[src/rtl/piradip_axi4mmlite_manager_if.sv]
// AXI4-Lite bus bundle between a manager and a subordinate.
// Signals (manager view): AW channel (m_awaddr, m_awprot, m_awvalid / m_awready),
// W channel (m_wdata, m_wstrb, m_wvalid / m_wready), B channel (m_bresp, m_bvalid /
// m_bready), AR channel (m_araddr, m_arprot, m_arvalid / m_arready) and R channel
// (m_rdata, m_rresp, m_rvalid / m_rready).
// Modports: master = manager side, slave = subordinate side.
interface piradip_axi4mmlite_manager_if #(
    parameter int ADDR_WIDTH = 8,
    parameter int DATA_WIDTH = 32
) ();
    logic [ADDR_WIDTH-1:0]   m_awaddr;
    logic [2:0]              m_awprot;
    logic                    m_awvalid;
    logic                    m_awready;
    logic [DATA_WIDTH-1:0]   m_wdata;
    logic [DATA_WIDTH/8-1:0] m_wstrb;
    logic                    m_wvalid;
    logic                    m_wready;
    logic [1:0]              m_bresp;
    logic                    m_bvalid;
    logic                    m_bready;
    logic [ADDR_WIDTH-1:0]   m_araddr;
    logic [2:0]              m_arprot;
    logic                    m_arvalid;
    logic                    m_arready;
    logic [DATA_WIDTH-1:0]   m_rdata;
    logic [1:0]              m_rresp;
    logic                    m_rvalid;
    logic                    m_rready;

    modport master (
        output m_awaddr, m_awprot, m_awvalid, input m_awready,
        output m_wdata, m_wstrb, m_wvalid, input m_wready,
        input m_bresp, m_bvalid, output m_bready,
        output m_araddr, m_arprot, m_arvalid, input m_arready,
        input m_rdata, m_rresp, m_rvalid, output m_rready
    );

    modport slave (
        input m_awaddr, m_awprot, m_awvalid, output m_awready,
        input m_wdata, m_wstrb, m_wvalid, output m_wready,
        output m_bresp, m_bvalid, input m_bready,
        input m_araddr, m_arprot, m_arvalid, output m_arready,
        output m_rdata, m_rresp, m_rvalid, input m_rready
    );
endinterface

[src/rtl/piradip_axi4mmlite_manager.sv]
// Single-outstanding AXI4-Lite manager: turns one command (read or write) into one
// AXI4-Lite transaction and returns one response.
// Ports:
//   aclk, areset        - rising-edge clock, synchronous active-high reset
//   cmd_*               - command in (valid/ready, write flag, addr, wdata, wstrb)
//   rsp_*               - response out (valid/ready, write flag, rdata, resp)
//   timeout_err         - sticky watchdog flag (only when TIMEOUT_CYCLES > 0)
//   busy                - high whenever the FSM is not idle
//   m_axi               - AXI4-Lite manager bus (master modport)
// DATA_WIDTH must be 32 or 64.
module piradip_axi4mmlite_manager #(
    parameter int ADDR_WIDTH     = 8,
    parameter int DATA_WIDTH     = 32,
    parameter int TIMEOUT_CYCLES = 0
) (
    input  logic                    aclk,
    input  logic                    areset,
    input  logic                    cmd_valid,
    output logic                    cmd_ready,
    input  logic                    cmd_write,
    input  logic [ADDR_WIDTH-1:0]   cmd_addr,
    input  logic [DATA_WIDTH-1:0]   cmd_wdata,
    input  logic [DATA_WIDTH/8-1:0] cmd_wstrb,
    output logic                    rsp_valid,
    input  logic                    rsp_ready,
    output logic                    rsp_write,
    output logic [DATA_WIDTH-1:0]   rsp_rdata,
    output logic [1:0]              rsp_resp,
    output logic                    timeout_err,
    output logic                    busy,
    piradip_axi4mmlite_manager_if.master m_axi
);
    typedef enum logic [2:0] {
        ST_IDLE         = 3'd0,
        ST_WR_ADDR_DATA = 3'd1,
        ST_WR_RESP      = 3'd2,
        ST_RD_ADDR      = 3'd3,
        ST_RD_DATA      = 3'd4,
        ST_RESPOND      = 3'd5
    } state_t;

    localparam int CNT_W = (TIMEOUT_CYCLES > 0) ? $clog2(TIMEOUT_CYCLES + 1) : 1;
    localparam logic [CNT_W-1:0] CNT_ZERO     = CNT_W'(0);
    localparam logic [CNT_W-1:0] CNT_ONE      = CNT_W'(1);
    localparam logic [CNT_W-1:0] TIMEOUT_LIM  = CNT_W'(TIMEOUT_CYCLES);
    localparam logic [CNT_W-1:0] TIMEOUT_LAST = CNT_W'(TIMEOUT_CYCLES - 1);

    state_t                  state_r;
    logic [ADDR_WIDTH-1:0]   addr_r;
    logic [DATA_WIDTH-1:0]   wdata_r;
    logic [DATA_WIDTH/8-1:0] wstrb_r;
    logic                    write_r;
    logic                    cmd_ready_r;
    logic                    awvalid_r;
    logic                    wvalid_r;
    logic                    arvalid_r;
    logic                    bready_r;
    logic                    rready_r;
    logic                    rsp_valid_r;
    logic                    rsp_write_r;
    logic [DATA_WIDTH-1:0]   rsp_rdata_r;
    logic [1:0]              rsp_resp_r;
    logic                    timeout_err_r;
    logic [CNT_W-1:0]        cnt_r;

    // A channel counts as done once its valid has dropped or is being accepted now,
    // which lets AW and W finish in any order or together.
    logic aw_hs_s, w_hs_s, aw_done_s, w_done_s, cnt_en_s;
    assign aw_hs_s   = awvalid_r & m_axi.m_awready;
    assign w_hs_s    = wvalid_r & m_axi.m_wready;
    assign aw_done_s = ~awvalid_r | m_axi.m_awready;
    assign w_done_s  = ~wvalid_r | m_axi.m_wready;
    assign cnt_en_s  = (state_r != ST_IDLE) && (state_r != ST_RESPOND);

    // Transaction FSM, registered bus outputs, response capture and watchdog.
    always_ff @(posedge aclk) begin
        if (areset) begin
            state_r       <= ST_IDLE;
            addr_r        <= {ADDR_WIDTH{1'b0}};
            wdata_r       <= {DATA_WIDTH{1'b0}};
            wstrb_r       <= {(DATA_WIDTH/8){1'b0}};
            write_r       <= 1'b0;
            cmd_ready_r   <= 1'b0;
            awvalid_r     <= 1'b0;
            wvalid_r      <= 1'b0;
            arvalid_r     <= 1'b0;
            bready_r      <= 1'b0;
            rready_r      <= 1'b0;
            rsp_valid_r   <= 1'b0;
            rsp_write_r   <= 1'b0;
            rsp_rdata_r   <= {DATA_WIDTH{1'b0}};
            rsp_resp_r    <= 2'b00;
            timeout_err_r <= 1'b0;
            cnt_r         <= CNT_ZERO;
        end else begin
            // Watchdog only observes; it never aborts the transaction. Transitions
            // below override cnt_r so every state entry starts from zero.
            if (TIMEOUT_CYCLES > 0 && cnt_en_s) begin
                if (cnt_r != TIMEOUT_LIM) begin
                    cnt_r <= cnt_r + CNT_ONE;
                end
                if (cnt_r == TIMEOUT_LAST) begin
                    timeout_err_r <= 1'b1;
                end
            end

            case (state_r)
                ST_IDLE: begin
                    if (cmd_valid && cmd_ready_r) begin
                        addr_r      <= cmd_addr;
                        wdata_r     <= cmd_wdata;
                        wstrb_r     <= cmd_wstrb;
                        write_r     <= cmd_write;
                        cmd_ready_r <= 1'b0;
                        cnt_r       <= CNT_ZERO;
                        if (cmd_write) begin
                            awvalid_r <= 1'b1;
                            wvalid_r  <= 1'b1;
                            state_r   <= ST_WR_ADDR_DATA;
                        end else begin
                            arvalid_r <= 1'b1;
                            state_r   <= ST_RD_ADDR;
                        end
                    end else begin
                        // Also raises cmd_ready on the first cycle out of reset.
                        cmd_ready_r <= 1'b1;
                    end
                end
                ST_WR_ADDR_DATA: begin
                    if (aw_hs_s) begin
                        awvalid_r <= 1'b0;
                    end
                    if (w_hs_s) begin
                        wvalid_r <= 1'b0;
                    end
                    if (aw_done_s && w_done_s) begin
                        bready_r <= 1'b1;
                        cnt_r    <= CNT_ZERO;
                        state_r  <= ST_WR_RESP;
                    end
                end
                ST_WR_RESP: begin
                    if (m_axi.m_bvalid) begin
                        bready_r    <= 1'b0;
                        rsp_valid_r <= 1'b1;
                        rsp_write_r <= write_r;
                        rsp_rdata_r <= {DATA_WIDTH{1'b0}};
                        rsp_resp_r  <= m_axi.m_bresp;
                        cnt_r       <= CNT_ZERO;
                        state_r     <= ST_RESPOND;
                    end
                end
                ST_RD_ADDR: begin
                    if (m_axi.m_arready) begin
                        arvalid_r <= 1'b0;
                        rready_r  <= 1'b1;
                        cnt_r     <= CNT_ZERO;
                        state_r   <= ST_RD_DATA;
                    end
                end
                ST_RD_DATA: begin
                    if (m_axi.m_rvalid) begin
                        rready_r    <= 1'b0;
                        rsp_valid_r <= 1'b1;
                        rsp_write_r <= write_r;
                        rsp_rdata_r <= m_axi.m_rdata;
                        rsp_resp_r  <= m_axi.m_rresp;
                        cnt_r       <= CNT_ZERO;
                        state_r     <= ST_RESPOND;
                    end
                end
                ST_RESPOND: begin
                    if (rsp_ready) begin
                        rsp_valid_r <= 1'b0;
                        cmd_ready_r <= 1'b1;
                        state_r     <= ST_IDLE;
                    end
                end
                default: begin
                    state_r <= ST_IDLE;
                end
            endcase
        end
    end

    assign cmd_ready   = cmd_ready_r;
    assign rsp_valid   = rsp_valid_r;
    assign rsp_write   = rsp_write_r;
    assign rsp_rdata   = rsp_rdata_r;
    assign rsp_resp    = rsp_resp_r;
    assign timeout_err = timeout_err_r;
    assign busy        = (state_r != ST_IDLE);

    assign m_axi.m_awaddr  = addr_r;
    assign m_axi.m_awprot  = 3'b000;
    assign m_axi.m_awvalid = awvalid_r;
    assign m_axi.m_wdata   = wdata_r;
    assign m_axi.m_wstrb   = wstrb_r;
    assign m_axi.m_wvalid  = wvalid_r;
    assign m_axi.m_bready  = bready_r;
    assign m_axi.m_araddr  = addr_r;
    assign m_axi.m_arprot  = 3'b000;
    assign m_axi.m_arvalid = arvalid_r;
    assign m_axi.m_rready  = rready_r;
endmodule

[src/flat_wrapper.sv]
// flat-port wrapper written by rule: the top's interface ports become plain ports
module piradip_axi4mmlite_manager_flat 
#(
    parameter int ADDR_WIDTH     = 8,
    parameter int DATA_WIDTH     = 32,
    parameter int TIMEOUT_CYCLES = 0
)
  (aclk, areset, cmd_valid, cmd_ready, cmd_write, cmd_addr, cmd_wdata, cmd_wstrb, rsp_valid, rsp_ready, rsp_write, rsp_rdata, rsp_resp, timeout_err, busy, m_axi_m_awaddr, m_axi_m_awprot, m_axi_m_awvalid, m_axi_m_awready, m_axi_m_wdata, m_axi_m_wstrb, m_axi_m_wvalid, m_axi_m_wready, m_axi_m_bresp, m_axi_m_bvalid, m_axi_m_bready, m_axi_m_araddr, m_axi_m_arprot, m_axi_m_arvalid, m_axi_m_arready, m_axi_m_rdata, m_axi_m_rresp, m_axi_m_rvalid, m_axi_m_rready);
  piradip_axi4mmlite_manager_if #(.ADDR_WIDTH(ADDR_WIDTH), .DATA_WIDTH(DATA_WIDTH)) m_axi_i ();
  input  logic aclk;
  input  logic areset;
  input  logic cmd_valid;
  output logic cmd_ready;
  input  logic cmd_write;
  input  logic [ADDR_WIDTH-1:0] cmd_addr;
  input  logic [DATA_WIDTH-1:0] cmd_wdata;
  input  logic [DATA_WIDTH/8-1:0] cmd_wstrb;
  output logic rsp_valid;
  input  logic rsp_ready;
  output logic rsp_write;
  output logic [DATA_WIDTH-1:0] rsp_rdata;
  output logic [1:0] rsp_resp;
  output logic timeout_err;
  output logic busy;
  output wire logic [$bits(m_axi_i.m_awaddr)-1:0] m_axi_m_awaddr;
  output wire logic [$bits(m_axi_i.m_awprot)-1:0] m_axi_m_awprot;
  output wire logic [$bits(m_axi_i.m_awvalid)-1:0] m_axi_m_awvalid;
  input wire logic [$bits(m_axi_i.m_awready)-1:0] m_axi_m_awready;
  output wire logic [$bits(m_axi_i.m_wdata)-1:0] m_axi_m_wdata;
  output wire logic [$bits(m_axi_i.m_wstrb)-1:0] m_axi_m_wstrb;
  output wire logic [$bits(m_axi_i.m_wvalid)-1:0] m_axi_m_wvalid;
  input wire logic [$bits(m_axi_i.m_wready)-1:0] m_axi_m_wready;
  input wire logic [$bits(m_axi_i.m_bresp)-1:0] m_axi_m_bresp;
  input wire logic [$bits(m_axi_i.m_bvalid)-1:0] m_axi_m_bvalid;
  output wire logic [$bits(m_axi_i.m_bready)-1:0] m_axi_m_bready;
  output wire logic [$bits(m_axi_i.m_araddr)-1:0] m_axi_m_araddr;
  output wire logic [$bits(m_axi_i.m_arprot)-1:0] m_axi_m_arprot;
  output wire logic [$bits(m_axi_i.m_arvalid)-1:0] m_axi_m_arvalid;
  input wire logic [$bits(m_axi_i.m_arready)-1:0] m_axi_m_arready;
  input wire logic [$bits(m_axi_i.m_rdata)-1:0] m_axi_m_rdata;
  input wire logic [$bits(m_axi_i.m_rresp)-1:0] m_axi_m_rresp;
  input wire logic [$bits(m_axi_i.m_rvalid)-1:0] m_axi_m_rvalid;
  output wire logic [$bits(m_axi_i.m_rready)-1:0] m_axi_m_rready;
  assign m_axi_m_awaddr = m_axi_i.m_awaddr;
  assign m_axi_m_awprot = m_axi_i.m_awprot;
  assign m_axi_m_awvalid = m_axi_i.m_awvalid;
  assign m_axi_i.m_awready = m_axi_m_awready;
  assign m_axi_m_wdata = m_axi_i.m_wdata;
  assign m_axi_m_wstrb = m_axi_i.m_wstrb;
  assign m_axi_m_wvalid = m_axi_i.m_wvalid;
  assign m_axi_i.m_wready = m_axi_m_wready;
  assign m_axi_i.m_bresp = m_axi_m_bresp;
  assign m_axi_i.m_bvalid = m_axi_m_bvalid;
  assign m_axi_m_bready = m_axi_i.m_bready;
  assign m_axi_m_araddr = m_axi_i.m_araddr;
  assign m_axi_m_arprot = m_axi_i.m_arprot;
  assign m_axi_m_arvalid = m_axi_i.m_arvalid;
  assign m_axi_i.m_arready = m_axi_m_arready;
  assign m_axi_i.m_rdata = m_axi_m_rdata;
  assign m_axi_i.m_rresp = m_axi_m_rresp;
  assign m_axi_i.m_rvalid = m_axi_m_rvalid;
  assign m_axi_m_rready = m_axi_i.m_rready;
  piradip_axi4mmlite_manager #(.ADDR_WIDTH(ADDR_WIDTH), .DATA_WIDTH(DATA_WIDTH), .TIMEOUT_CYCLES(TIMEOUT_CYCLES)) u_core (.aclk(aclk), .areset(areset), .cmd_valid(cmd_valid), .cmd_ready(cmd_ready), .cmd_write(cmd_write), .cmd_addr(cmd_addr), .cmd_wdata(cmd_wdata), .cmd_wstrb(cmd_wstrb), .rsp_valid(rsp_valid), .rsp_ready(rsp_ready), .rsp_write(rsp_write), .rsp_rdata(rsp_rdata), .rsp_resp(rsp_resp), .timeout_err(timeout_err), .busy(busy), .m_axi(m_axi_i));
endmodule
[config.mk]
export PLATFORM = sky130hd
export DESIGN_NAME = piradip_axi4mmlite_manager_flat
export DESIGN_NICKNAME = d
export VERILOG_FILES = /design/src/rtl/piradip_axi4mmlite_manager_if.sv /design/src/rtl/piradip_axi4mmlite_manager.sv /design/src/flat_wrapper.sv
export SDC_FILE = /design/constraint.sdc
export NUM_CORES = 1
export LEC_CHECK = 0
export CAP_MARGIN = 5
export CORE_ASPECT_RATIO = 1.4
export CORE_UTILIZATION = 37
export CTS_BUF_LIST = sky130_fd_sc_hd__clkbuf_4 sky130_fd_sc_hd__clkbuf_8
export CTS_CLUSTER_DIAMETER = 50
export DETAILED_ROUTE_END_ITERATION = 10
export GPL_TIMING_DRIVEN = 0
export MAX_ROUTING_LAYER = met4
export PLACE_DENSITY = 0.79
export SLEW_MARGIN = 20
export SYNTH_ARGS = -nofsm -noshare
export SYNTH_HDL_FRONTEND = slang
export SYNTH_SLANG_ARGS = --single-unit
[constraint.sdc]
create_clock -name aclk -period 1.4 [get_ports aclk]
set_input_delay 0.42 -clock aclk [delete_from_list [all_inputs] [get_ports aclk]]
set_output_delay 0.42 -clock aclk [all_outputs]
set_load 0.01 [all_outputs]
==> qor.txt, run 1 <==
Initial Utilization = 38.3%
Chip width = 85.6 um
Die height = 119 um
Layout Skew = 0.00827 ns
Hold Crit Endpoint = u_core.m_axi.m_wdata[16]
Number of synthesized flops with an enable pin = 0
Overflow after GRT = 0
Cells after DPL = 703
Worst-path clk slew = 0.08 ns
Antenna-violating nets left = 0
Reg2reg path depth = 8
Die area = 10200 um^2
Worst slew pin tran = 0.585 ns
Yosys Warn Count = 0
1st-iter DRT viols = 107
Clock Path Buffers = 2
Pins Over Slew Limit = 0
GPL Wtd Cong = 0.826
H-Tree Depth = 3
Worst R2R End = u_core.rsp_rdata[28]
Cell variety after synth = 40
P&R area growth vs syn = 64.3%
Final period utilization = 112%
Vias in the first global route = 3355
CP startpoint kind = register
First-pass GRT wire length = 16200 um
Synth Cell Area = 3620 um^2
RSZ-0062 raised after global routing = true
Initial antenna violation count = 0
Placement Rows = 42
Post-detail-place hpwl = 7500 um
Worst Path Arrival = 1.15 ns
Crit Reg-Reg Startpoint = u_core.state_r[1]
Post-Syn Instances = 404
Final Non-Filler Cells = 733
Worst Path Max Fanout = 5
Crit. End Element = output port
WP data required = 0.98 ns
DR WL/cell = 14.3 um
Worst-Skew Late Latency = 0.35 ns
CP Cell Sequence = nor3_4 -> inv_1 -> buf_6
Max Clock Freq = 638 MHz
Wirelength, routed = 10500 um
Final setup vio count = 37
Via count = 3487
VDD IR max = 0.930 mV
Pin count of the biggest net entering global routing = 15
Fill cell count = 788
Fin. Hold Viols = 0
PwrDens = 1340 nW/um^2
WS Path Type = register to output port
Sink Count = 90
Register area = 1840 um^2
Hold WC Path Type = register to register
Post-synth top area cell = dfxtp_1
DR pass1 iterations = 4
Multi-input gate area = 1580 um^2
Synth area leaders = dfxtp_1 50%, a22oi_2 10%, nand2_1 9.4%
Ys flop type = dfxtp_1
Min cycle time layout = 1.57 ns
Core ar. = 9460 um^2
Antenna cell count = 0
Area share of the largest cell type after synthesis = 49.7%
Post-layout util = 62.9%
Slowest CP cell = dfxtp_4
TritonCTS clock tree = done
Vias/cell = 4.76
Maxcap violations = 0
Hold Path Stages = 2
CTS root buf = clkbuf_8
Most frequent cell after synthesis = nand2_1
CP peak stage delay = 0.37 ns
Number of port buffers = 183
Synth top cells by count = 91 x nand2_1, 90 x dfxtp_1, 53 x a21oi_1, 41 x nor2_1, 29 x a22oi_2
Post-synth ARST share = 0%
Synthesized flop and latch total = 90
Fin Hold WS = 0.457 ns
Failing checks = setup timing
Nets = 708
Layout cells sized above 1 = 31.8%
R2R Setup Slk = -0.12 ns
Slew Limit Headroom = 61.0%
Leakage = 2.40 nW
Tot GR Track Use = 20.5%
Sequential area share after synthesis = 49.7%
Status = complete, but fails checks
Syn avg cell area = 8.97 um^2
HP Start = u_core.m_axi.m_wdata[16]
TritonCTS buffer count = 9
Drt drc = 0
I/O pin count = 192
Worst setup margin = -0.167 ns
## stage by stage
stage	worst slack [ns]	setup TNS [ns]	power, W	cell area [um^2]
2_1_floorplan	0.0310	0	0.00471	3650
6_report	-0.167	-1.97	0.00797	5950
3_5_place_dp	-0.612	-46.22	0.00594	5620
3_3_place_gp	-0.587	-43.72	0.00589	5620
4_1_cts	-0.155	-6.14	0.00784	5970
5_1_grt	-0.227	-6.84	0.00844	5950
## worst max-delay path by stage
stage / from / endpoint / slack (ns) / cells after the start
2_1_floorplan: u_core.state_r[0] / u_core.m_axi.m_wdata[11] / 0.03 / 6
3_3_place_gp: m_axi_m_bvalid / u_core.rsp_valid / -0.59 / 5
3_5_place_dp: m_axi_m_bvalid / u_core.rsp_rdata[30] / -0.61 / 6
4_1_cts: u_core.state_r[2] / busy / -0.15 / 3
5_1_grt: u_core.state_r[2] / busy / -0.23 / 3
6_report: u_core.state_r[2] / busy / -0.17 / 3
## kinds of logic (layout without fill, tap and decap cells)
kind of cell | Yosys count | in the layout | synth area share (%)
and+or+nand+nor | 153 | 153 | 17.8
other | 1 | 7 | 0.103
DFF | 90 | 90 | 49.7
AOI/OAI and AO/OA | 103 | 103 | 21.7
buffers and inverters | 50 | 263 | 8.67
muxes | 7 | 7 | 2.04
## critical path: cells and delay by family (launching register included)
| kind | cells | cell delay, ns |
|---|---|---|
| buf+inv | 2 | 0.20 |
| simple gates | 1 | 0.23 |
| flops | 1 | 0.37 |
## cell type report
cell class	count	area share, %
buffer	41	5.70
clock buffer	13	2.80
clock inverter	3	0.399
inverter	5	0.315
multi-input combinational	270	26.5
sequential	90	30.8
tap	110	2.31
timing repair buffer	201	31.1
## repair_timing
| action | CTS | global route |
|---|---|---|
| gates cloned | 1 | 4 |
| gates resized for setup | 246 | 103 |
| pin swaps | 6 | 25 |
| setup endpoints to repair | 181 | 149 |
| hold buffers | 0 | 0 |
| setup buffers | 10 | 3 |
## layer usage
layer  wire (um)  part of all wire (%)  global-route usage (%)
met1        4290                    41                    23.3
met2        5450                    52                    35.6
met3         521                   5.0                    3.05
met4         201                   1.9                    8.85
met5           0                     0                       -
## report_power, final
group | leakage, nW | internal, W | total (W) | switching [W]
clock | 0.0927 | 0.000786 | 0.00167 | 0.000881
sequential | 0.739 | 0.00290 | 0.00314 | 0.000244
combinational | 1.57 | 0.00166 | 0.00316 | 0.00149
total | 2.40 | 0.00535 | 0.00797 | 0.00262
## cell usage in the layout, fill, tap and decap left out, types with 3 or more instances in the layout
cell	instances
inv_1	3
clkbuf_16	4
dfxtp_2	18
o21ai_0	4
a31oi_1	3
conb_1	7
a22oi_1	3
buf_2	11
clkbuf_1	10
buf_12	4
clkdlybuf4s15_1	31
a21oi_1	51
buf_6	13
buf_4	22
nand2_1	91
dfxtp_4	3
dfxtp_1	69
clkbuf_8	11
nor2_1	40
a22oi_2	29
buf_8	4
clkbuf_2	45
clkdlybuf4s50_1	84
clkdlybuf4s15_2	9
mux2_2	3
nand2b_1	3
mux2i_1	3
## sequential cells by signal, indices dropped and copies added, names as in the netlist
name	cells
u_core.m_axi.m_wdata	32
u_core.rsp_rdata	32
u_core.m_axi.m_araddr	8
u_core.m_axi.m_wstrb	4
u_core.state_r	3
u_core.rsp_resp	2
u_core.cmd_ready	1
u_core.m_axi.m_arvalid	1
u_core.m_axi.m_awvalid	1
u_core.m_axi.m_bready	1
u_core.m_axi.m_rready	1
u_core.m_axi.m_wvalid	1
u_core.rsp_valid	1
u_core.rsp_write	1
u_core.write_r	1
Note: power is estimated with default switching activity, not from simulation.
==> run 2, diff against run 1 <==
Settings changed: CTS_CLUSTER_DIAMETER 50 to not set.
==> results of run 2 <==
The final DEF is identical to that of run 1; final timing and power are the same.
